### src/rtl/trig_burst_sched.sv
// trig_burst_sched: issues bursts of trigger requests to the single-shot generator at a clamped period.
// Build option TRIG_SCHED_EXT_SYNC_EN: GAP->PULSE additionally waits for a latched i_ext_sync rising edge.
module trig_burst_sched #(
  parameter int CNT_W = 16,
  parameter int NUM_W = 8,
  parameter int EN_HI = 2
) (
  input  logic             i_clk,
  input  logic             i_rst,
  input  logic             i_start,
  input  logic             i_stop,
  input  logic [CNT_W-1:0] i_period,
  input  logic [NUM_W-1:0] i_count,
  input  logic [3:0]       i_width,
  input  logic             i_level,
`ifdef TRIG_SCHED_EXT_SYNC_EN
  input  logic             i_ext_sync,
`endif
  output logic             o_trig_en,
  output logic [3:0]       o_trig_width,
  output logic             o_trig_level,
  output logic             o_busy,
  output logic             o_done,
  output logic             o_aborted,
  output logic [NUM_W-1:0] o_pulse_idx
);

  typedef enum logic [2:0] {
    S_IDLE,
    S_ARM,
    S_PULSE,
    S_GAP,
    S_DONE
  } state_t;

  localparam logic [CNT_W-1:0] EN_LAST = CNT_W'(EN_HI - 1);

  state_t           state_q, state_d;
  logic [1:0]       start_hist_q, start_hist_d;
  logic [CNT_W-1:0] cnt_q, cnt_d;
  logic [CNT_W-1:0] per_q, per_d;
  logic [NUM_W-1:0] num_q, num_d;
  logic [NUM_W-1:0] idx_q, idx_d;
  logic [3:0]       width_q, width_d;
  logic             level_q, level_d;
  logic             aborted_q, aborted_d;

  logic             start_edge;
  logic             burst_end;
  logic             gap_last;
  logic             pulse_ok;
  logic [CNT_W-1:0] per_min;
  logic [CNT_W-1:0] per_eff;
  logic [CNT_W-1:0] per_last;
  logic [CNT_W-1:0] cnt_inc;

  assign start_edge = (start_hist_q == 2'b01);
  assign burst_end  = (num_q != '0) && (idx_q == num_q);
  assign per_last   = per_q - CNT_W'(1);
  assign gap_last   = (cnt_q == per_last);
  // Saturate so a long ext-sync wait can never wrap back below P-1.
  assign cnt_inc    = (cnt_q == '1) ? cnt_q : cnt_q + CNT_W'(1);

  // Keep the period long enough for the generator to return to idle between edges.
  assign per_min = CNT_W'(i_width) + CNT_W'(8);
  assign per_eff = (i_period > per_min) ? i_period : per_min;

`ifdef TRIG_SCHED_EXT_SYNC_EN
  logic [1:0] sync_hist_q, sync_hist_d;
  logic       sync_lat_q, sync_lat_d;
  logic       sync_edge;

  assign sync_edge = (sync_hist_q == 2'b01);
  assign pulse_ok  = (cnt_q >= per_last) && sync_lat_q;

  always_comb begin
    sync_hist_d = {sync_hist_q[0], i_ext_sync};
    sync_lat_d  = sync_lat_q;
    if (state_q == S_GAP && sync_edge) begin
      sync_lat_d = 1'b1;
    end
    if (state_d == S_PULSE && state_q != S_PULSE) begin
      sync_lat_d = 1'b0;
    end
  end

  always_ff @(posedge i_clk or negedge i_rst) begin
    if (!i_rst) begin
      sync_hist_q <= 2'b00;
      sync_lat_q  <= 1'b0;
    end else begin
      sync_hist_q <= sync_hist_d;
      sync_lat_q  <= sync_lat_d;
    end
  end
`else
  assign pulse_ok = gap_last;
`endif

  always_comb begin
    state_d      = state_q;
    start_hist_d = {start_hist_q[0], i_start};
    cnt_d        = cnt_q;
    per_d        = per_q;
    num_d        = num_q;
    idx_d        = idx_q;
    width_d      = width_q;
    level_d      = level_q;
    aborted_d    = aborted_q;

    case (state_q)
      S_IDLE: begin
        if (start_edge && !i_stop) begin
          state_d   = S_ARM;
          idx_d     = '0;
          aborted_d = 1'b0;
        end
      end
      S_ARM: begin
        per_d   = per_eff;
        num_d   = i_count;
        width_d = i_width;
        level_d = i_level;
        if (i_stop) begin
          state_d   = S_DONE;
          aborted_d = 1'b1;
        end else begin
          state_d = S_PULSE;
          cnt_d   = '0;
          idx_d   = idx_q + NUM_W'(1);
        end
      end
      S_PULSE: begin
        cnt_d = cnt_inc;
        if (i_stop) begin
          state_d   = S_DONE;
          aborted_d = 1'b1;
        end else if (cnt_q == EN_LAST) begin
          state_d = S_GAP;
        end
      end
      S_GAP: begin
        cnt_d = cnt_inc;
        if (i_stop) begin
          state_d   = S_DONE;
          aborted_d = 1'b1;
        end else if (burst_end && gap_last) begin
          state_d = S_DONE;
        end else if (pulse_ok) begin
          state_d = S_PULSE;
          cnt_d   = '0;
          idx_d   = idx_q + NUM_W'(1);
        end
      end
      S_DONE: begin
        state_d = S_IDLE;
      end
      default: begin
        state_d = S_IDLE;
      end
    endcase
  end

  always_ff @(posedge i_clk or negedge i_rst) begin
    if (!i_rst) begin
      state_q      <= S_IDLE;
      start_hist_q <= 2'b00;
      cnt_q        <= '0;
      per_q        <= '0;
      num_q        <= '0;
      idx_q        <= '0;
      width_q      <= 4'd0;
      level_q      <= 1'b1;
      aborted_q    <= 1'b0;
    end else begin
      state_q      <= state_d;
      start_hist_q <= start_hist_d;
      cnt_q        <= cnt_d;
      per_q        <= per_d;
      num_q        <= num_d;
      idx_q        <= idx_d;
      width_q      <= width_d;
      level_q      <= level_d;
      aborted_q    <= aborted_d;
    end
  end

  // Stop drops the enable in the same cycle, truncating a partial high phase.
  assign o_trig_en    = (state_q == S_PULSE) && !i_stop;
  assign o_trig_width = width_q;
  assign o_trig_level = level_q;
  assign o_busy       = (state_q != S_IDLE);
  assign o_done       = (state_q == S_DONE);
  assign o_aborted    = aborted_q;
  assign o_pulse_idx  = idx_q;

endmodule

### config.mk
export PLATFORM = sky130hd
export DESIGN_NAME = trig_burst_sched
export DESIGN_NICKNAME = d
export VERILOG_FILES = /design/src/rtl/trig_burst_sched.sv
export SDC_FILE = /design/constraint.sdc
export NUM_CORES = 1
export LEC_CHECK = 0
export CORE_ASPECT_RATIO = 0.5
export CORE_MARGIN = 5
export CORE_UTILIZATION = 55
export CTS_CLUSTER_SIZE = 20
export DETAILED_ROUTE_END_ITERATION = 10
export DONT_BUFFER_PORTS = 1
export PLACE_DENSITY_LB_ADDON = 0.1
export SLEW_MARGIN = 20
export SYNTH_ARGS = -nofsm -noshare
export SYNTH_HDL_FRONTEND = slang
export SYNTH_SLANG_ARGS = --single-unit
export TNS_END_PERCENT = 100
### constraint.sdc
create_clock -name i_clk -period 2.9 [get_ports i_clk]
set_clock_uncertainty 0.05 [all_clocks]
set_input_delay 0.58 -clock i_clk [delete_from_list [all_inputs] [get_ports i_clk]]
set_output_delay 0.58 -clock i_clk [all_outputs]
set_load 0.01 [all_outputs]
# --- Word level (Yosys, flattened, before mapping) ---
# Index checks and enable logic that the tools add are counted.
classes:
  n_eq_ne: 17
  addsub: 4
  n_lt_le_gt_ge: 1
  n_mux: 24
  reduce_logical: 16
ops:
  columns: ["cell", "n"]
  rows:
  - ["16-bit 2-to-1 mux", 6]
  - ["16-bit case mux with 3 select lines", 1]
  - ["8-bit 2-to-1 mux", 5]
  - ["8-bit case mux with 3 select lines", 1]
  - ["3-bit 2-to-1 mux", 7]
  - ["16-bit by 1-bit adder with 16-bit output (second input constant)", 1]
  - ["16-bit by 1-bit == test with 1-bit output (second input constant)", 1]
  - ["16-bit == test", 1]
  - ["16-bit == test (second input constant)", 1]
  - ["16-bit by 5-bit > comparator with 1-bit output", 1]
  - ["16-bit by 1-bit subtractor with 16-bit output (second input constant)", 1]
  - ["3-bit case mux with 4 select lines", 1]
  - ["2-bit inequality test (second input constant)", 5]
  - ["3-bit nonzero test", 3]
  - ["8-bit by 1-bit adder with 8-bit output (second input constant)", 1]
  - ["8-bit == test", 1]
  - ["8-bit nonzero test", 1]
  - ["3-bit by 2-bit == test with 1-bit output (second input constant)", 2]
  - ["3-bit AND reduction", 2]
  - ["6-bit AND reduction", 1]
  - ["4-bit by 4-bit adder with 5-bit output (second input constant)", 1]
  - ["1-bit logical AND", 4]
  - ["4-bit inequality test (second input constant)", 1]
  - ["3-bit by 1-bit == test with 1-bit output (second input constant)", 1]
  - ["other kinds (11)", 12]
word_totals:
  reg_bits: 59
  output_inout_bits: 17
  input_bits: 33
  wordCells: 71

# --- Logic depth before layout (Yosys ltp) ---
logic_depth:
  depth_word: 6
  depth_mapped: 13
  ltp_nobuf: 10

# --- Least setup slack after synthesis ---
# No wires, ideal clock.
synth_timing:
  kind: "reg-to-reg"
  startpoint: "register per_q[0]"
  endpoint: "register cnt_q[4]"
  synth_period_minus_slack_ps: 3202
  required_time_ps: 2732
  n_path_buf: 3
  setup_ps: 118
  path_slack_ps: -302
  t_arrival_ps: 3034
  path_stages_with_launch: 14
  path_cell_list: "dfrtp_1 -> clkbuf_1 -> inv_1 -> ha_1 -> clkbuf_1 -> or3b_1 -> or4_1 -> a21oi_1 -> o211ai_1 -> nor4_4 -> a31oi_1 -> buf_2 -> a21o_1 -> a21o_1"
synth_between:
  elab_chain_len: 6
  word_cells_on_any_way: 7
  cone_classes: "1 x add/sub; 1 x eq/ne; 4 x mux; 1 x reduce/logical"
synth_rtl:
  columns: ["element", "line_no", "rtl"]
  rows:
  - ["start, declared", "41", "logic [CNT_W-1:0] per_q, per_d;"]
  - ["start signal, assigned", "179", "per_q <= per_d;"]
  - ["16-bit by 1-bit subtractor with 16-bit output (*)", "59", "assign per_last = per_q - CNT_W'(1);"]
  - ["16-bit == test (*)", "60", "assign gap_last = (cnt_q == per_last);"]
  - ["16-bit 2-to-1 mux / 1-bit logical AND (equally long branches)", "149, 147", null]
  - ["16-bit 2-to-1 mux (*)", "147", "end else if (burst_end && gap_last) begin"]
  - ["16-bit 2-to-1 mux (*)", "144", "if (i_stop) begin"]
  - ["16-bit case mux with 3 select lines (*)", "111", "case (state_q)"]
  - ["end signal, assigned", "178", "cnt_q <= cnt_d;"]
  - ["end, declared", "40", "logic [CNT_W-1:0] cnt_q, cnt_d;"]
# Every way passes the cells marked *; elsewhere a longest branch is shown, timed or not.
# A chain may end at the register's enable or synchronous reset.

# --- Final worst setup path ---
layout_timing:
  startpoint: "register per_q[7]"
  endpoint: "register idx_q[0] (netlist: o_pulse_idx[0])"
layout_between:
  elab_chain_len: 5
  word_cells_on_any_way: 6
  cone_classes: "1 x add/sub; 3 x eq/ne; 2 x reduce/logical"
layout_rtl:
  columns: ["element", "line_no", "rtl"]
  rows:
  - ["16-bit by 1-bit subtractor with 16-bit output (*)", "59", null]
  - ["16-bit == test (*)", "60", null]
  - ["1-bit logical AND", "147", null]
  - ["2-bit inequality test (no line)", null, null]
  - ["6-bit AND reduction (no line) (*)", null, null]
  - ["end signal, assigned", "181", "idx_q <= idx_d;"]
  - ["end, declared", "43", "logic [NUM_W-1:0] idx_q, idx_d;"]
# Marks and branches as above.

==> results.tsv <==
stage	metric	value	unit
outcome	status	finished with violations	
outcome	violations	negative setup slack	
power_and_ir_drop	power_density	754	nW/um^2
finish	antenna_cells	0	
sta	hold_slack	0.0443	ns
synthesis	syn-cell-area	3740	um^2
finish	finalNonFillerCells	513	
global_routing	grt_max_degree	59	
drt	drtAntennaViolNets	0	
power_and_ir_drop	total_power	3.36	mW
floorplanning	num_io_pins	50	
synthesis	synth-seq-cells	59	
synthesis	syn_inst	400	
drt	wire_per_inst	18.6	um
floorplanning	num_rows	21	
critical_path	cp-end-kind	register	
sta	slew_headroom	0.629	
sta	min_period	2.91	ns
clock_network	clockBufferDepth	2	
finish	drive_gt1_frac	0.230	
critical_path	path_cells	or4_4 -> or4_4 -> a21oi_2 -> nand4_1 -> nor4_4 -> a21boi_2 -> and3_1 -> or3_1	
global_routing	antenna_found_initial	0	
floorplanning	die_x	127	um
finish	utilization	0.670	
finish	fillCellCount	539	
clock_network	htree_num_levels	3	
critical_path	slowest_delay	0.55	ns
sta	rsz0062_at_grt	yes	
sta	worstMarginPinSlew	0.549	ns
global_routing	grt_overflow	0	
critical_path	critPathRequiredTime	3.06	ns
finish	final_cell_area	4450	um^2
synthesis	seq_area_frac_synth	0.395	
sta	setup_violations	1	
floorplanning	die_y	68.3	um
drt	drcViolationCount	0	
floorplanning	die_area	8660	um^2
finish	multi_input_area	2250	um^2
finish	area_growth	18.9	%
global_routing	grt_use_met1	0.323	
synthesis	syn_nets	442	
floorplanning	start_util	0.563	
critical_path	cp.arrival	3.07	ns
global_routing	grt-busiest-layer	met2	
drt	firstDrtPassIters	5	
power_and_ir_drop	power.share.combinational	0.307	
clock_network	cts_tree	done	
power_and_ir_drop	ir_worst_vdd	481	uV
placement	hpwlAfterDp	6920	um
hold_path	hp-class	in -> async	
floorplanning	core	6650	um^2
placement	postPlaceCellArea	4020	um^2
synthesis	ys.flop_type	dfrtp_1	
power_and_ir_drop	switching_share	0.341	
job	drv_cap	0	
synthesis	synth_warnings	0	
placement	place_ws	-0.142	ns
drt	finalWirelength	9540	um
synthesis	synth.avg_cell_area	9.36	um^2
power_and_ir_drop	p_switching	1.14	mW
global_routing	track_usage	0.242	
synthesis	synth_edf_count	0	
critical_path	cp_slowest_cell	or4_4	
placement	gp_congestion	0.876	
clock_network	cts_root_buffer	clkbuf_16	
sta	period_share	1.00	
clock_network	clkTransAtPathRegs	0.05	ns
power_and_ir_drop	p_seq_frac	0.387	
sta	finalHoldViolations	0	
clock_network	cts.sinks	59	
power_and_ir_drop	power.internal	2.21	mW
placement	dp.cells	495	
finish	regArea	1480	um^2
placement	io_buffers	0	
synthesis	synth.distinct_cells	58	
drt	drt_iter0_markers	246	
drt	viasPerCell	6.24	
sta	finalMaxSlewViolations	0	
clock_network	cts_buffers	9	
critical_path	critical_path_class	reg -> reg	
global_routing	grt.met3_usage	0.0959	
sta	clock.fmax	343	MHz
finish	fin_nets	458	
critical_path	crit_path_max_fanout	4	
sta	setup_tns	-0.0133	ns
drt	num_vias	3201	
global_routing	grt_pass1_wl	16100	um
critical_path	cp_common_cell	or4_4	
synthesis	async_flop_share	1.00	
clock_network	insertion_delay	0.33	ns
power_and_ir_drop	leakagePower	1.75	nW
critical_path	r2r_setup_slack	-0.01	ns
global_routing	first_global_vias	3108	
sta	fin_ws	-0.0133	ns
global_routing	grt_util_met2	0.364	
critical_path	cp-start-kind	register	
power_and_ir_drop	p_clk_frac	0.306	
[power groups by stage]
stage | clock network [mW] | logic, mW | registers, mW
3_5_place_dp | 0 | 0.955 | 1.30
6_report | 1.03 | 1.03 | 1.30
3_3_place_gp | 0 | 0.924 | 1.29
2_1_floorplan | 0 | 0.765 | 1.18
4_1_cts | 1.05 | 1.01 | 1.29
5_1_grt | 1.09 | 1.15 | 1.33
[cells in the mapped netlist (10+ instances only)]
cell      number  area, um^2
clkbuf_1      22        82.6
nor3_1        10        50.1
mux2_2        23         259
nand3_1       20         100
o21ai_0       13        65.1
a21oi_1       18        90.1
nor2_1        26        97.6
dfrtp_1       58        1450
inv_1         10        37.5
xnor2_1       18         158
nand2_1       29         109
[layout make-up]
type	count	area share
multi-input combinational	304	0.506
sequential	59	0.332
timing repair buffer	32	0.0629
clock buffer	11	0.0523
tap	92	0.0258
clock inverter	5	0.0124
inverter	10	0.00899
[per-layer routing]
metal / routed length (um) / part of all wire / up-vias
li1: - / - / 1514
met1: 4420 / 0.46 / 1547
met2: 4180 / 0.44 / 125
met3: 811 / 0.085 / 15
met4: 128 / 0.013 / 0
met5: 0 / 0 / -
[cell families after synthesis]
| kind of cell | Yosys count | synth area share |
|---|---|---|
| fa+ha+maj | 9 | 0.0301 |
| mux | 32 | 0.0932 |
| compound gates | 82 | 0.149 |
| simple gates | 155 | 0.230 |
| flops | 59 | 0.395 |
| xor+xnor | 26 | 0.0645 |
| buf+inv | 37 | 0.0384 |
[state kept, by name (all words and copies together), names as in the netlist]
signal	count
state_q	3
o_trig_width	4
o_aborted	1
cnt_q	16
o_pulse_idx	8
per_q	16
num_q	8
o_trig_level	1
start_hist_q	2
[placed cells by master, fill, tap and decap left out, drive strengths merged, types with 4 or more instances in the layout]
cell and instances:
clkbuf 11, nor3b 4, o21a 6, a21o 4, nor3 10, a21oi 18, nor2 26, o21ai 13
buf 32, mux2 23, nand2b 7, and3 5, nor2b 7, xor2 7, nand4 8, inv 10
dfrtp 58, a31oi 6, o31ai 7, o311ai 6, mux2i 9, or4 6, ha 9, nor4 10
or3 8, nand3 20, xnor2 18, nand2 29
[worst max-delay path, delay by kind of cell, from the launching register on]
family,cells,cell delay (ns)
and+or+nand+nor,6,2.08
DFF,1,0.37
AOI/OAI and AO/OA,2,0.29
[repair_timing]
action,in CTS,in global routing
gates resized for setup,10,10
pin swaps,6,6
setup endpoints to repair,21,24
hold buffers,1,0
setup buffers,0,1
hold endpoints to repair,58,0
[path summary, 6_finish.rpt]
kind | startpoint | end | cells past startpoint
max | per_q[7] | o_pulse_idx[0] | 8
min | i_rst | o_trig_level | 0
max reg2reg | per_q[7] | o_pulse_idx[0] | 8
min reg2reg | start_hist_q[0] | start_hist_q[1] | 0
max in group asynchronous | i_rst | per_q[2] | 1
min in group i_clk | i_start | start_hist_q[0] | 0
(Power assumes the default switching activity.)
